[src/rtl/if_fetch_decode.sv]
// Instruction fetch and field-decode stage.
// Owns the program counter, reads the instruction ROM asynchronously and
// registers the raw field slices of each fetched word as the IF/ID latch.
// Handles stall, branch redirect and halt.
module if_fetch_decode #(
    parameter int unsigned IMEM_DEPTH = 64,
    parameter logic [4:0]  HLT_OPCODE = 5'b11111,
    parameter logic [4:0]  NOP_OPCODE = 5'b00000
) (
    input  logic                          clk,
    input  logic                          rst,
    input  logic                          stall,
    input  logic                          branch_taken,
    input  logic [$clog2(IMEM_DEPTH)-1:0] branch_target,
    output logic [$clog2(IMEM_DEPTH)-1:0] imem_addr,
    input  logic [15:0]                   imem_rdata,
    output logic [4:0]                    IF_ID_opcode,
    output logic                          IF_ID_addressing_mode,
    output logic [2:0]                    IF_ID_rd,
    output logic [2:0]                    IF_ID_rs1,
    output logic [2:0]                    IF_ID_rs2,
    output logic [3:0]                    IF_ID_data_mem,
    output logic [5:0]                    IF_ID_instruction_mem,
    output logic [2:0]                    IF_ID_s_r_amount,
    output logic                          IF_ID_valid,
    output logic [$clog2(IMEM_DEPTH)-1:0] IF_ID_pc,
    output logic                          halted
);

    localparam int unsigned PC_W = $clog2(IMEM_DEPTH);

    typedef enum logic [0:0] {
        RUN    = 1'b0,
        HALTED = 1'b1
    } state_t;

    // Contents of the IF/ID pipeline register. Fields overlap by design;
    // downstream stages pick the ones that matter for the opcode.
    typedef struct packed {
        logic [4:0]      opcode;
        logic            addressing_mode;
        logic [2:0]      rd;
        logic [2:0]      rs1;
        logic [2:0]      rs2;
        logic [3:0]      data_mem;
        logic [5:0]      instruction_mem;
        logic [2:0]      s_r_amount;
        logic            valid;
        logic [PC_W-1:0] pc;
    } ifid_t;

    state_t          state_q, state_d;
    logic [PC_W-1:0] pc_q, pc_d;
    ifid_t           ifid_q, ifid_d;

    // Empty slot: no instruction, NOP opcode, every other field zero.
    function automatic ifid_t bubble();
        ifid_t b;
        b        = '0;
        b.opcode = NOP_OPCODE;
        return b;
    endfunction

    // Raw slices of one instruction word, tagged with its fetch address.
    function automatic ifid_t split_word(input logic [15:0] w,
                                         input logic [PC_W-1:0] addr);
        ifid_t f;
        f.opcode          = w[15:11];
        f.addressing_mode = w[10];
        f.rd              = w[9:7];
        f.rs1             = w[6:4];
        f.rs2             = w[3:1];
        f.data_mem        = w[3:0];
        f.instruction_mem = w[5:0];
        f.s_r_amount      = w[2:0];
        f.valid           = 1'b1;
        f.pc              = addr;
        return f;
    endfunction

    // Next-state logic: branch beats stall, stall freezes everything,
    // otherwise fetch in RUN or emit bubbles in HALTED.
    always_comb begin
        state_d = state_q;
        pc_d    = pc_q;
        ifid_d  = ifid_q;
        if (branch_taken) begin
            ifid_d  = bubble();
            pc_d    = branch_target;
            state_d = RUN;
        end else if (!stall) begin
            case (state_q)
                RUN: begin
                    ifid_d = split_word(imem_rdata, pc_q);
                    if (imem_rdata[15:11] == HLT_OPCODE) begin
                        state_d = HALTED;
                    end else begin
                        // PC width equals log2 of the ROM depth, so the
                        // natural overflow gives the modulo wrap.
                        pc_d = pc_q + PC_W'(1);
                    end
                end
                HALTED: begin
                    ifid_d = bubble();
                end
                default: begin
                    state_d = RUN;
                end
            endcase
        end
    end

    // State, PC and IF/ID register update with synchronous reset.
    always_ff @(posedge clk) begin
        if (rst) begin
            state_q <= RUN;
            pc_q    <= '0;
            ifid_q  <= bubble();
        end else begin
            state_q <= state_d;
            pc_q    <= pc_d;
            ifid_q  <= ifid_d;
        end
    end

    assign imem_addr             = pc_q;
    assign halted                = (state_q == HALTED);
    assign IF_ID_opcode          = ifid_q.opcode;
    assign IF_ID_addressing_mode = ifid_q.addressing_mode;
    assign IF_ID_rd              = ifid_q.rd;
    assign IF_ID_rs1             = ifid_q.rs1;
    assign IF_ID_rs2             = ifid_q.rs2;
    assign IF_ID_data_mem        = ifid_q.data_mem;
    assign IF_ID_instruction_mem = ifid_q.instruction_mem;
    assign IF_ID_s_r_amount      = ifid_q.s_r_amount;
    assign IF_ID_valid           = ifid_q.valid;
    assign IF_ID_pc              = ifid_q.pc;

endmodule

[config.mk]
export PLATFORM = sky130hd
export DESIGN_NAME = if_fetch_decode
export DESIGN_NICKNAME = d
export VERILOG_FILES = /design/src/rtl/if_fetch_decode.sv
export SDC_FILE = /design/constraint.sdc
export NUM_CORES = 1
export LEC_CHECK = 0
export CORE_MARGIN = 5
export CORE_UTILIZATION = 40
export CTS_BUF_LIST = sky130_fd_sc_hd__clkbuf_8
export CTS_CLUSTER_DIAMETER = 50
export DETAILED_ROUTE_END_ITERATION = 8
export GPL_ROUTABILITY_DRIVEN = 0
export GPL_TIMING_DRIVEN = 0
export PLACE_DENSITY = 0.84
export SLEW_MARGIN = 40
export SYNTH_ARGS = -nofsm -noshare
export SYNTH_HDL_FRONTEND = slang
export SYNTH_SLANG_ARGS = --single-unit
[constraint.sdc]
create_clock -name clk -period 1.42 [get_ports clk]
set_input_delay 0.142 -clock clk [delete_from_list [all_inputs] [get_ports clk]]
set_output_delay 0.142 -clock clk [all_outputs]
set_load 0.05 [all_outputs]
==> results.yml <==
sta:
  timing.hold.ws_ns: 0.1673
  fin_crit_sh_pct: 97.76
  fmax_ghz: 0.7204
  fin_ws_ns: 0.03184
  fin_crit_ns: 1.388
  slew_viol_final: 0
  maxSlewHeadroom_pct: 65.80
  setup_viol: 0
  worst_clock_skew_ns: 0.002825
  hold_viol: 0
  worstMarginPinSlew_ns: 0.5151
yosys:
  synthXorXnorAreaFrac_pct: 1.383
  synthMuxAreaShare_pct: 0
  syn-cell-area_um2: 1266
  synth_adder_area_share_pct: 0.9881
  synth_top_family_by_area: "compound AO/OA/AOI/OAI gates"
  yosys.area.top_type: "dfxtp_1"
  syn_inst: 137
  synth_compound_area_share_pct: 22.73
  netlist.area_leader.share_pct: 47.43
  yosys.cell_types.count: 33
  netlist_top_cells_area: "dfxtp_1 (47%), a22oi_1 (13%), nor2_1 (8.0%), buf_4 (7.1%), clkbuf_1 (2.1%)"
  ys_warn_count: 0
  syn_avg_cell_area_um2: 9.242
  syn-num-nets: 164
  ys_seq_area_share_pct: 47.43
  synth-simple-area-share_pct: 15.91
  synth-seq-cells: 30
setup_path:
  r2r-end: "imem_addr[4]$_SDFFE_PP0P_"
  cp_top_family: "buffers and inverters"
  crit_arrival_ns: 1.25
  rr_startpoint: "halted$_SDFFE_PP0N_"
  critPathRequiredTime_ns: 1.28
  path_cells: "dlygate4sd2_1"
  cp_slowest_cell: "dlygate4sd2_1"
  rrSetupSlack_ns: 0.08
  worst-path-buf-inv: 1
  rr_worst_depth: 4
  worstSetupStartpointType: "flip-flop"
  crit_path_max_incr_delay_ns: 0.56
  crit_fanout: 5
  cp-end-kind: "output port"
  worstSetupPathType: "flip-flop to output port"
floorplan:
  die_h_um: 66.27
  ios: 68
  die-width_um: 66.27
  dieArea_um2: 4391
  row_count: 20
  fp.coreArea_um2: 3053
  initial_utilization_pct: 41.48
layout:
  syn2layout_area_growth_pct: 60.67
  diodes: 0
  nets: 237
  layout-drive-gt1-share_pct: 21.80
global_route:
  grt_max_degree: 11
  grt_antenna_before_repair: 0
  grtUsageMet3_pct: 5.442
  busiest_layer: "met2"
  use_met1_pct: 17.57
  grt_first_pass_wirelength_mm: 5.423
  grt_use_total_pct: 16.76
  gr-total-overflow: 0
  grt_pass1_vias: 1181
  met2_usage_pct: 29.99
pwr:
  total_leakage_power_nw: 0.9390
  ir_drop_v: 0.0005997
  p_per_area_nw_per_um2: 985.9
route:
  vias: 1235
  drt-pass1-iter-count: 4
  drt-total-wl_mm: 3.510
  via_per_inst: 4.843
  drt_iter0_drc: 45
  detail-route-antenna-nets: 0
  drc: 0
  post_drt_wl_per_cell_um: 13.76
hold_path:
  worst_hold_path_type: "primary input to flip-flop"
  worstHoldPathCells: 3
  min_to: "IF_ID_pc[4]$_SDFFE_PP0N_"
  min_from: "stall"
status:
  status: "finished, final reports clean"
placed_design:
  place_ws_ns: -0.4112
  dp_hpwl_mm: 2.765
  io_buffers: 66
clock_tree:
  cts.reportedPaths.clkPinSlew_ns: 0.06
  ctsHtreeMaxLevel: 2
  cts_root_buffer: "clkbuf_8"
  cts.path.max_buffers: 2
  cts_made_buffers: 5
  clock_sinks: 30
  cts_tree: "built"
  cts_hold_buf: 0
  clk_latency_ns: 0.27
job:
  cap_violations: 0
layout by cell type (no fill, tap or decap), drive strengths merged:
cell / count
dfxtp: 30
nor2: 27
dlygate4sd2: 27
clkdlybuf4s50: 24
a22oi: 22
clkbuf: 18
buf: 16
clkdlybuf4s15: 8
inv: 5
nand2: 4
a21oi: 4
nor2b: 2
nor3: 2
or2: 2
and4: 2
a211oi: 2
nand4b: 1
o311a: 1
nand2b: 1
a221oi: 1
xor2: 1
o21a: 1
a41oi: 1
a221o: 1
nand3: 1
xnor2: 1
o21ai: 1
and4b: 1
a2111oi: 1
a31oi: 1
ha: 1
clkinv: 1
what timing repair did:
action | CTS | global route
buffers inserted | 0 | 1
pin swaps | 0 | 3
hold endpoints to repair | 0 | 0
gates cloned | 0 | 0
resized for setup | 60 | 13
setup endpoints to repair | 63 | 11
per-layer routing:
layer / vias to the layer above / part of all wire, %
met2: 42 / 52
met4: 0 / 1.7
met1: 569 / 40
met3: 4 / 6.7
met5: - / 0
li1: 620 / -
area by class of cell:
type / instances / area [um^2]
clock buffers: 6 / 82.58
multi-input cells: 82 / 529.3
fillers: 292 / 1018
flip-flops and latches: 30 / 605.6
plain buffers: 20 / 130.1
well taps: 44 / 55.05
clock inverters: 2 / 8.758
inverters: 4 / 15.01
repair buffers: 67 / 608.1
cells in the mapped netlist:
cell type and count:
dfxtp_1 30, xnor2_1 1, o21ai_0 1, a221o_1 1, inv_1 4, nand2b_1 1
a21oi_4 1, and4_1 2, nor2b_1 2, nand3_1 1, a22oi_1 22, o21a_1 1
or2_4 1, a2111oi_2 1, o311a_1 1, xor2_1 1, and4b_1 1, a211oi_1 1
or2_2 1, a211oi_2 1, a221oi_1 1, buf_6 1, nand4b_1 1, clkbuf_1 7
buf_1 1, a21oi_1 3, a41oi_1 1, nand2_1 4, nor2_1 27, ha_1 1
a31oi_1 1, nor3_1 2, buf_4 12
logic make-up after synthesis:
family          count (synthesis)
compound gates                 36
simple gates                   43
buf+inv                        25
flops                          30
fa+ha+maj                       1
xor+xnor                        2
power breakdown:
| group | total [mW] | switching (mW) | internal [mW] |
|---|---|---|---|
| logic | 0.426 | 0.260 | 0.166 |
| clock network | 0.674 | 0.291 | 0.382 |
| registers | 0.906 | 0.0305 | 0.876 |
metrics by stage:
step	cells	utilization (%)	power (mW)	area, um^2	TNS, ns
CTS	254	66.89	2.027	2042	0
global route	255	66.64	2.093	2034	-0.01805
floorplan	137	-	1.191	1271	0
finish	255	66.64	2.006	2034	0
detailed placement	247	65.08	1.376	1987	-9.011
global placement	247	65.08	1.364	1987	-7.658
worst max-delay path by stage:
stage                              startpoint                         to  slack, ns  cells past startpoint
detailed placement                        rst  IF_ID_rs1[1]$_SDFFE_PP0N_      -0.41                      5
finish              imem_addr[4]$_SDFFE_PP0P_               imem_addr[4]       0.03                      1
CTS                 imem_addr[3]$_SDFFE_PP0P_               imem_addr[3]      0.005                      1
global route              halted$_SDFFE_PP0N_  imem_addr[4]$_SDFFE_PP0P_      -0.01                      4
floorplan           imem_addr[3]$_SDFFE_PP0P_  imem_addr[5]$_SDFFE_PP0P_     0.0009                      4
global placement                          rst  IF_ID_rs2[1]$_SDFFE_PP0N_      -0.35                      5
sequential cells by signal, summed over array words and instances (netlist names), 2 cells and up:
register and count:
imem_addr 6, IF_ID_rs2 2, IF_ID_pc 6, IF_ID_rs1 3, IF_ID_opcode 5, IF_ID_rd 3
Note: power is estimated with default switching activity, not from simulation.
